==> config.mk <==
export PLATFORM = sky130hd
export DESIGN_NAME = mem_dados_arbiter
export DESIGN_NICKNAME = d
export VERILOG_FILES = /design/src/rtl/mem_dados_arbiter.sv
export SDC_FILE = /design/constraint.sdc
export NUM_CORES = 1
export LEC_CHECK = 0
export ABC_AREA = 1
export BUFFER_PORTS_ARGS = -buffer_cell sky130_fd_sc_hd__buf_4
export CORE_AREA = 2 2 159 161
export DETAILED_ROUTE_END_ITERATION = 16
export DIE_AREA = 0 0 161 163
export HOLD_SLACK_MARGIN = 0.03
export PLACE_DENSITY = 0.65
export SETUP_SLACK_MARGIN = 0.2
export SLEW_MARGIN = 20
export SYNTH_ARGS = -nofsm -noshare
export SYNTH_HDL_FRONTEND = slang
export SYNTH_SLANG_ARGS = --single-unit
export TNS_END_PERCENT = 100
==> constraint.sdc <==
create_clock -name clk -period 1.91 [get_ports clk]
set_clock_uncertainty 0.1 [all_clocks]
set_input_delay 0.573 -clock clk [delete_from_list [all_inputs] [get_ports clk]]
set_output_delay 0.573 -clock clk [all_outputs]
set_load 0.05 [all_outputs]
==> src/rtl/mem_dados_arbiter.sv <==
// Two-port round-robin arbiter in front of a single-port data memory.
// Each access runs IDLE -> ACCESS -> DONE; byte addresses become word addresses.
module mem_dados_arbiter #(
    parameter int unsigned BITS        = 64,
    parameter int unsigned DEPTH       = 32,
    parameter int unsigned D_ADDR_BITS = 6
) (
    input  logic                   clk,
    input  logic                   rst_n,
    input  logic                   p0_req,
    input  logic                   p0_we,
    input  logic [D_ADDR_BITS-1:0] p0_addr,
    input  logic [BITS-1:0]        p0_wdata,
    output logic                   p0_ack,
    output logic                   p0_err,
    output logic [BITS-1:0]        p0_rdata,
    input  logic                   p1_req,
    input  logic                   p1_we,
    input  logic [D_ADDR_BITS-1:0] p1_addr,
    input  logic [BITS-1:0]        p1_wdata,
    output logic                   p1_ack,
    output logic                   p1_err,
    output logic [BITS-1:0]        p1_rdata,
    output logic [D_ADDR_BITS-4:0] mem_addr,
    output logic                   mem_we,
    output logic [BITS-1:0]        mem_din,
    input  logic [BITS-1:0]        mem_dout,
    output logic                   busy
);
    localparam int unsigned WA    = D_ADDR_BITS - 3;
    localparam int unsigned WORDS = 1 << WA;

    // One bit per reachable word address: set when the word exists in memory.
    function automatic logic [WORDS-1:0] word_valid_mask();
        logic [WORDS-1:0] m;
        for (int unsigned i = 0; i < WORDS; i++) begin
            m[i] = (i < DEPTH);
        end
        return m;
    endfunction

    localparam logic [WORDS-1:0] WORD_VALID = word_valid_mask();

    typedef enum logic [1:0] {IDLE, ACCESS, DONE} state_t;

    state_t                 state;
    logic                   sel_q;
    logic                   we_q;
    logic                   err_q;
    logic                   last_grant;
    logic                   grant_c;
    logic [D_ADDR_BITS-1:0] addr_c;
    logic [WA-1:0]          waddr_c;
    logic                   bad_c;

    // Sole requester wins; on a tie the port that did not win last time goes.
    always_comb begin
        grant_c = p1_req;
        if (p0_req && p1_req) begin
            grant_c = !last_grant;
        end
        addr_c  = grant_c ? p1_addr : p0_addr;
        waddr_c = addr_c[D_ADDR_BITS-1:3];
        bad_c   = (addr_c[2:0] != 3'd0) || !WORD_VALID[waddr_c];
    end

    // Write strobe follows the state register so reset kills it immediately.
    assign mem_we = (state == ACCESS) && we_q && !err_q;
    assign busy   = (state != IDLE);

    always_ff @(posedge clk or negedge rst_n) begin
        if (!rst_n) begin
            state      <= IDLE;
            sel_q      <= 1'b0;
            we_q       <= 1'b0;
            err_q      <= 1'b0;
            last_grant <= 1'b1;
            mem_addr   <= '0;
            mem_din    <= '0;
            p0_ack     <= 1'b0;
            p0_err     <= 1'b0;
            p0_rdata   <= '0;
            p1_ack     <= 1'b0;
            p1_err     <= 1'b0;
            p1_rdata   <= '0;
        end else begin
            p0_ack <= 1'b0;
            p1_ack <= 1'b0;
            case (state)
                IDLE: begin
                    if (p0_req || p1_req) begin
                        sel_q      <= grant_c;
                        we_q       <= grant_c ? p1_we : p0_we;
                        mem_addr   <= waddr_c;
                        mem_din    <= grant_c ? p1_wdata : p0_wdata;
                        err_q      <= bad_c;
                        last_grant <= grant_c;
                        state      <= ACCESS;
                    end
                end
                ACCESS: begin
                    // Completion status lands on this edge so ack is high during DONE.
                    if (sel_q) begin
                        p1_ack <= 1'b1;
                        p1_err <= err_q;
                        if (!we_q) begin
                            p1_rdata <= err_q ? '0 : mem_dout;
                        end
                    end else begin
                        p0_ack <= 1'b1;
                        p0_err <= err_q;
                        if (!we_q) begin
                            p0_rdata <= err_q ? '0 : mem_dout;
                        end
                    end
                    state <= DONE;
                end
                DONE:    state <= IDLE;
                default: state <= IDLE;
            endcase
        end
    end
endmodule

Word-level counts from Yosys, hierarchy flattened. Memories as Yosys holds them, arrays and structs flattened. Cells that the tools add are included.

Register bits after elaboration: 205. Bits in read-only memories: 8. Bits of input ports: 210. Memories: 1.

Magnitude comparators: 1. Equal/unequal tests: 2. Multiplexer cells: 12. Bitwise logic cells: 2. Reductions and logical operators: 16.

Memory list: (no name shown) (words 8, bits a word 1, read ports 1, clocked after memory_dff 0, write ports 0, RTL line 64) `bad_c = (addr_c[2:0] != 3'd0) || !WORD_VALID[waddr_c];`.

Operators with widths (number): 64-bit two-way mux (2); 1-bit two-way mux (7); 6-bit two-way mux (1); 2-bit AND reduction (3); 3-bit AND reduction (2); 3-bit by 4-bit < comparator with 1-bit output (second input constant) (1); 2-bit case mux with 2 select lines (1); 1-bit logical AND (3); 1-bit zero test (3); 3-bit nonzero test (1); 2-bit by 1-bit equality test with 1-bit output (second input constant) (1); 2-bit zero test (1); 1-bit logical OR (2); 2-bit two-way mux (1); 2-bit != test (second input constant) (1); 1-bit NOT (2); 2-bit nonzero test (1).

Depth between registers and ports, before layout. Gate-level depths: netlist of the first run.

Depth after elaboration: 7. Mapped depth: 7.

Worst setup path after synthesis of the first run. No wires, ideal clock.

Path kind: register -> output. Start point: reg state[1]. End point: out mem_we. Arrival time: 1238 ps. Data required time: 1237 ps. Path slack: -1 ps. Cell stages (with the launch flop): 4. Buffers on the path: 0. Cells stage by stage: dfrtp_1 nor2_4 nand2_1 nor2_1.

Longest elaborated chain between the ends: 3.

RTL lines: from (decl) (RTL line 46) `state_t state;`; from (signal assigned) (RTL line 73) `state <= IDLE;`; from (signal assigned) (RTL line 98) `state <= ACCESS;`; from (signal assigned) (RTL line 116) `state <= DONE;`; 2-bit by 1-bit equality test with 1-bit output (RTL line 68) `assign mem_we = (state == ACCESS) && we_q && !err_q;`; 1-bit logical AND (2 in a row) (RTL line 68); to (decl) (RTL line 25) `output logic mem_we,`.

No other way between the ends.

Final worst setup path of the first run. Ends and elaborated chain as after synthesis.

==> results of run 1 <==
cells by family after synthesis:
| kind of cell | after synthesis |
|---|---|
| AO/OA/AOI/OAI | 199 |
| buffers and inverters | 141 |
| flip-flops | 205 |
| AND/OR/NAND/NOR | 490 |
final cells by class:
cell class / instances / area [sq um]
Clock buffer: 31 / 655.6
Tap cell: 330 / 412.9
Timing Repair Buffer: 537 / 5007
Multi-Input combinational cell: 689 / 3158
Clock inverter: 9 / 176.4
Sequential cell: 205 / 5131
Fill cell: 2093 / 9838
Inverter: 77 / 294.0
flip-flops by register name (all words and copies together), names as in the netlist:
register / count
p0_err: 1
state: 2
p0_rdata: 64
mem_addr: 3
last_grant: 1
mem_din: 64
err_q: 1
p1_err: 1
p0_ack: 1
we_q: 1
sel_q: 1
p1_rdata: 64
p1_ack: 1
power by group through the flow:
| stage | Sequential [mW] | Combinational (mW) | Clock, mW |
|---|---|---|---|
| final | 7.58 | 17.3 | 4.87 |
| after global routing | 7.77 | 18.3 | 5.17 |
| after CTS | 7.56 | 16.5 | 4.97 |
| after detailed placement | 7.29 | 15.0 | 0 |
| after global placement | 7.27 | 14.8 | 0 |
| after floorplan | 13.3 | 4.25 | 0 |
metal layers:
metal	vias up	global-route usage [%]	share of wire, %	wire length [microns]
li1	4218	-	-	-
met1	4138	25.59	38	11620
met2	370	36.64	50	15010
met3	55	6.341	9.0	2711
met4	0	6.696	2.8	859
met5	-	0	0	0
cell usage after synthesis:
cell	count	area share, %
nand3_1	3	0.17
nand4_1	1	0.070
nor2_4	1	0.13
inv_1	75	3.1
nor2_8	1	0.22
inv_2	1	0.042
buf_2	47	2.6
buf_4	1	0.084
nand2_2	6	0.42
buf_8	7	1.2
nor2_1	73	3.0
dfrtp_1	204	57
buf_6	7	0.88
nor2_2	1	0.070
o21ai_1	130	7.2
inv_6	1	0.097
clkbuf_1	2	0.084
o21ai_2	66	6.4
dfstp_2	1	0.29
o21ai_0	3	0.17
nand2_1	404	17
final timing paths:
path | end | cells after the start | slack, ns | startpoint
setup reg to reg | p1_rdata[18] | 8 | 0.29 | state[0]
max in group asynchronous | p1_rdata[45] | 3 | 0.63 | rst_n
hold reg to reg | last_grant | 2 | 0.38 | last_grant
hold / removal | we_q | 3 | 0.22 | p1_we
min in group asynchronous | mem_din[23] | 2 | 0.50 | rst_n
setup / recovery | mem_we | 4 | -0.09 | state[1]
worst max-delay path: cells and delay by family, from the launching register on:
family	cells	cell delay [ns]
and+or+nand+nor	3	0.24
DFF	1	0.41
buffers and inverters	1	0.16
timing repair:
action / 4_1_cts / 5_1_grt
hold buffers: 1 / 0
pin swaps: 1 / 0
buffers inserted: 39 / 57
hold endpoints to repair: 34 / 0
endpoints found under the setup margin: 201 / 266
cloned: 0 / 2
resized for setup: 203 / 2
==> reports/metrics.csv, run 1 <==
metric,value,unit
cp_slowest_cell,dfrtp_1,
p_seq_share,25.5,%
synth_compound_area_share,13.83,%
synth-xor-area-share,0,%
fp.coreArea,24670,sq um
cp.required,1.24,ns
hold_viol,0,
final_area,14840,sq um
synth.distinct_cells,21,
synthesis.nets,1245,
clock_latency,0.50,ns
fin_util,60.13,%
dpl_cell_area,12450,sq um
post_drt_wl_per_cell,16.08,microns
clk_path_buf_depth,3,
antennaDiodeCount,0,
grt_pass1_wl,44730,microns
period_needed,1.999,ns
syn_to_final_growth,65.02,%
synth_top_family_by_area,simple AND/OR/NAND/NOR gates,
synth_fa_ha_area_share,0,%
core.rowCount,58,
synth_cells,1035,
drcViolationCount,0,
track_usage,21.23,%
total_power,29.71,mW
grt_start_max_net_pins,129,
antenna_found_initial,0,
fin_ws,-0.08923,ns
dp.final_hpwl,20250,microns
first_global_vias,8524,
critPathMaxFanout,2,
cpPeakStageDelay,0.41,ns
viasPerCell,4.676,
globalplace.congestion,0.8886,
path_clk_slew,0.06,ns
p_per_area,2003,nW/um^2
finalSetupViolCount,2,
numCtsBuffers,22,
crit_path_start_kind,register,
die_x,161,microns
leakagePower,7.775,nW
h-tree-depth,1,
drv_cap,0,
maxSlewHeadroom,72.79,%
dp.cells,1739,
yosysWarnings,0,
swShare,47.32,%
fin_nets,1742,
drive_above_1_share,42.44,%
pre_cts_ws,0.1568,ns
drt_iter0_drc,488,
drt_pass1_iterations,5,
final_common_cell,nand2_1,
synthesis.area,8990,sq um
ioPinCount,411,
cts.sinks,205,
finalNonFillerCells,1878,
hold_ws,0.2179,ns
start_util,36.44,%
slew_viol_final,0,
cts_root_buf,clkbuf_16,
mostFrequentLayoutCells,"nand2_1 (400), buf_4 (318), dfrtp_1 (204)",
finalCritPeriodShare,104.7,%
crit_path_end_kind,primary output,
violations,negative setup slack,
peakVddDrop,1.358,mV
switchingPower,14.06,mW
synth_mux_area_share,0,%
die_h,163,microns
worst_slew_pin_slew,0.4082,ns
dieArea,26240,sq um
ys_seq_elements,205,
p_int,15.65,mW
avgSynthCellArea,8.686,sq um
pwr-share-clk,16.4,%
comb_power_share,58.1,%
vias,8781,
yosys.area_share.simple,20.99,%
port_buffers,410,
min_path_type,primary input to register,
crit_type,register to primary output,
cp.arrival,1.33,ns
drt-total-wl,30200,microns
drtAntennaViolNets,0,
crit_chain,"nor2_4, nand2_2, nor2_2, buf_6",
fmax,0.5002,GHz
status,"complete, but fails checks",
rsz0062_at_grt,yes,
finalSetupTns,-0.1396,ns
cts_tree,built,
overflow,0,
yosysSeqAreaShare,57.08,%
(Power assumes the default switching activity.)
==> inputs of run 2 (changes only) <==
clock period = 2.25 ns   (was 1.91 ns; I/O delays follow)
==> reports/metrics.csv, run 2 (synthesized netlist as in run 1, its figures left out) <==
metric,value,unit,change
ff2ff_setup_slack,0.28,ns,about the same
h-tree-depth,1,,unchanged
final_common_cell,buf_4,,
comb_power_share,55.7,%,-2.4 points
drt-total-wl,27400,microns,-9.3%
cts.sinks,205,,unchanged
numCtsBuffers,23,,+4.5%
holdPathEnd,mem_din[59],,
antenna_found_initial,1,,+1
overflow,0,,unchanged
die_x,161,microns,unchanged
switchingPower,11.28,mW,-20%
pwr-share-clk,16.9,%,+0.5 points
drive_above_1_share,38.25,%,-4.2 points
hold_viol,0,,unchanged
cp.arrival,1.34,ns,about the same
critPathMaxFanout,2,,unchanged
grt_pass1_wl,42760,microns,-4.4%
path_clk_slew,0.06,ns,about the same
worstHoldStart,p1_wdata[59],,
r2r_cells,7,,-1
vias,8138,,-7.3%
die_h,163,microns,unchanged
viasPerCell,4.587,,-1.9%
finalCritPeriodShare,94.01,%,
nFillCells,2359,,+13%
dieArea,26240,sq um,unchanged
drv_cap,0,,unchanged
fin_nets,1638,,-6.0%
min_path_type,primary input to register,,
r2r_end,mem_din[19],,
crit_path_start_kind,register,,
crit_type,register to primary output,,
top_regs,"mem_din (64), p0_rdata (64), p1_rdata (64)",,
post_drt_wl_per_cell,15.44,microns,-4.0%
status,finished clean,,
p_per_area,1707,nW/um^2,-15%
rsz0062_at_grt,yes,,
leakagePower,6.967,nW,-10%
clk_path_buf_depth,3,,unchanged
hold_ws,0.3334,ns,+0.1155 ns
seqCellArea,5131,sq um,unchanged
total_power,22.43,mW,-25%
multiInputGateArea,3161,sq um,about the same
cp.required,1.47,ns,+0.23 ns
finalSetupTns,0,ns,+0.1396 ns
globalplace.congestion,0.8296,,-6.6%
port_buffers,410,,unchanged
drt_iter0_drc,537,,+10%
fmax,0.4728,GHz,
p_seq_share,27.5,%,+2.0 points
start_util,36.44,%,unchanged
finalSetupViolCount,0,,-2
swShare,50.27,%,+2.9 points
drtAntennaViolNets,0,,unchanged
cts_tree,built,,
fp.coreArea,24670,sq um,unchanged
worst_slew_pin_slew,0.8107,ns,+0.4025 ns
maxSlewHeadroom,45.95,%,-27 points
first_global_vias,7941,,-6.8%
core.rowCount,58,,unchanged
period_needed,2.115,ns,
clock_latency,0.50,ns,about the same
p_int,11.15,mW,-29%
peakVddDrop,0.8521,mV,-37%
syn_to_final_growth,46.18,%,
slew_viol_final,0,,unchanged
drt_pass1_iterations,7,,+2
drcViolationCount,0,,unchanged
mostFrequentLayoutCells,"buf_4 (419), nand2_1 (401), dfrtp_1 (204)",,
worstHoldPathCells,3,,unchanged
cts_root_buf,clkbuf_16,,
crit_path_end_kind,primary output,,
dp.final_hpwl,20050,microns,-0.99%
grt_start_max_net_pins,86,,-33%
ioPinCount,411,,unchanged
worstReg2RegStart,state[1],,
track_usage,20.49,%,-0.74 points
==> run 2: area by class of cell <==
class                      count  area share (%)
clock buffer                  32           5.094
timing repair buffer         432           25.69
antenna                        1         0.01904
multi-input combinational    689           24.05
sequential                   205           39.05
inverter                      77           2.237
tap                          330           3.142
clock inverter                 8          0.7236
==> run 2: worst max-delay path by stage <==
stage,slack (ns),to,from,cells after the start
4_1_cts,0.1,mem_we,state[1],4
3_5_place_dp,0.10,sel_q,p1_req,6
3_3_place_gp,0.11,sel_q,p1_req,6
2_1_floorplan,0.24,mem_we,state[1],3
5_1_grt,0.05,mem_we,state[1],4
6_report,0.13,busy,state[1],4
==> run 2: timing repair <==
| item | 4_1_cts | 5_1_grt |
|---|---|---|
| gates cloned | 0 | 0 |
| hold endpoints to repair | 21 | 0 |
| setup endpoints to repair | 2 | 2 |
| pin swaps | 1 | 1 |
| gates resized for setup | 4 | 2 |
| hold buffers | 1 | 0 |
| buffers inserted | 1 | 1 |
==> run 2: layer usage <==
metal  vias to the layer above  routed length [microns]  global-route usage [%]
li1                       4011                        -                       -
met1                      3732                    10900                   25.93
met2                       346                    13160                   34.04
met3                        49                     2489                   5.500
met4                         0                      851                   7.102
met5                         -                        0                       0
==> run 2: per-stage QoR <==
step / worst slack [ns] / instances / area (sq um) / util, %
floorplan: 0.2368 / 1035 / 8990 / -
global placement: 0.1051 / 1730 / 12330 / 49.97
detailed placement: 0.1017 / 1730 / 12330 / 49.97
CTS: 0.09966 / 1772 / 13130 / 53.21
global route: 0.05070 / 1774 / 13140 / 53.26
finish: 0.1348 / 1774 / 13140 / 53.26
==> run 2: power groups by stage <==
stage | logic [mW] | clock network [mW] | registers (mW)
floorplan | 3.60 | 0 | 11.3
global placement | 12.4 | 0 | 6.16
detailed placement | 12.5 | 0 | 6.20
CTS | 12.6 | 3.87 | 6.17
global route | 13.3 | 4.02 | 6.36
finish | 12.5 | 3.78 | 6.16
==> run 2: worst max-delay path: stages, from the launching register on <==
cell	delay (ns)
dfrtp_1	0.41
buf_4	0.15
inv_2	0.05
nand2_4	0.07
buf_8	0.16
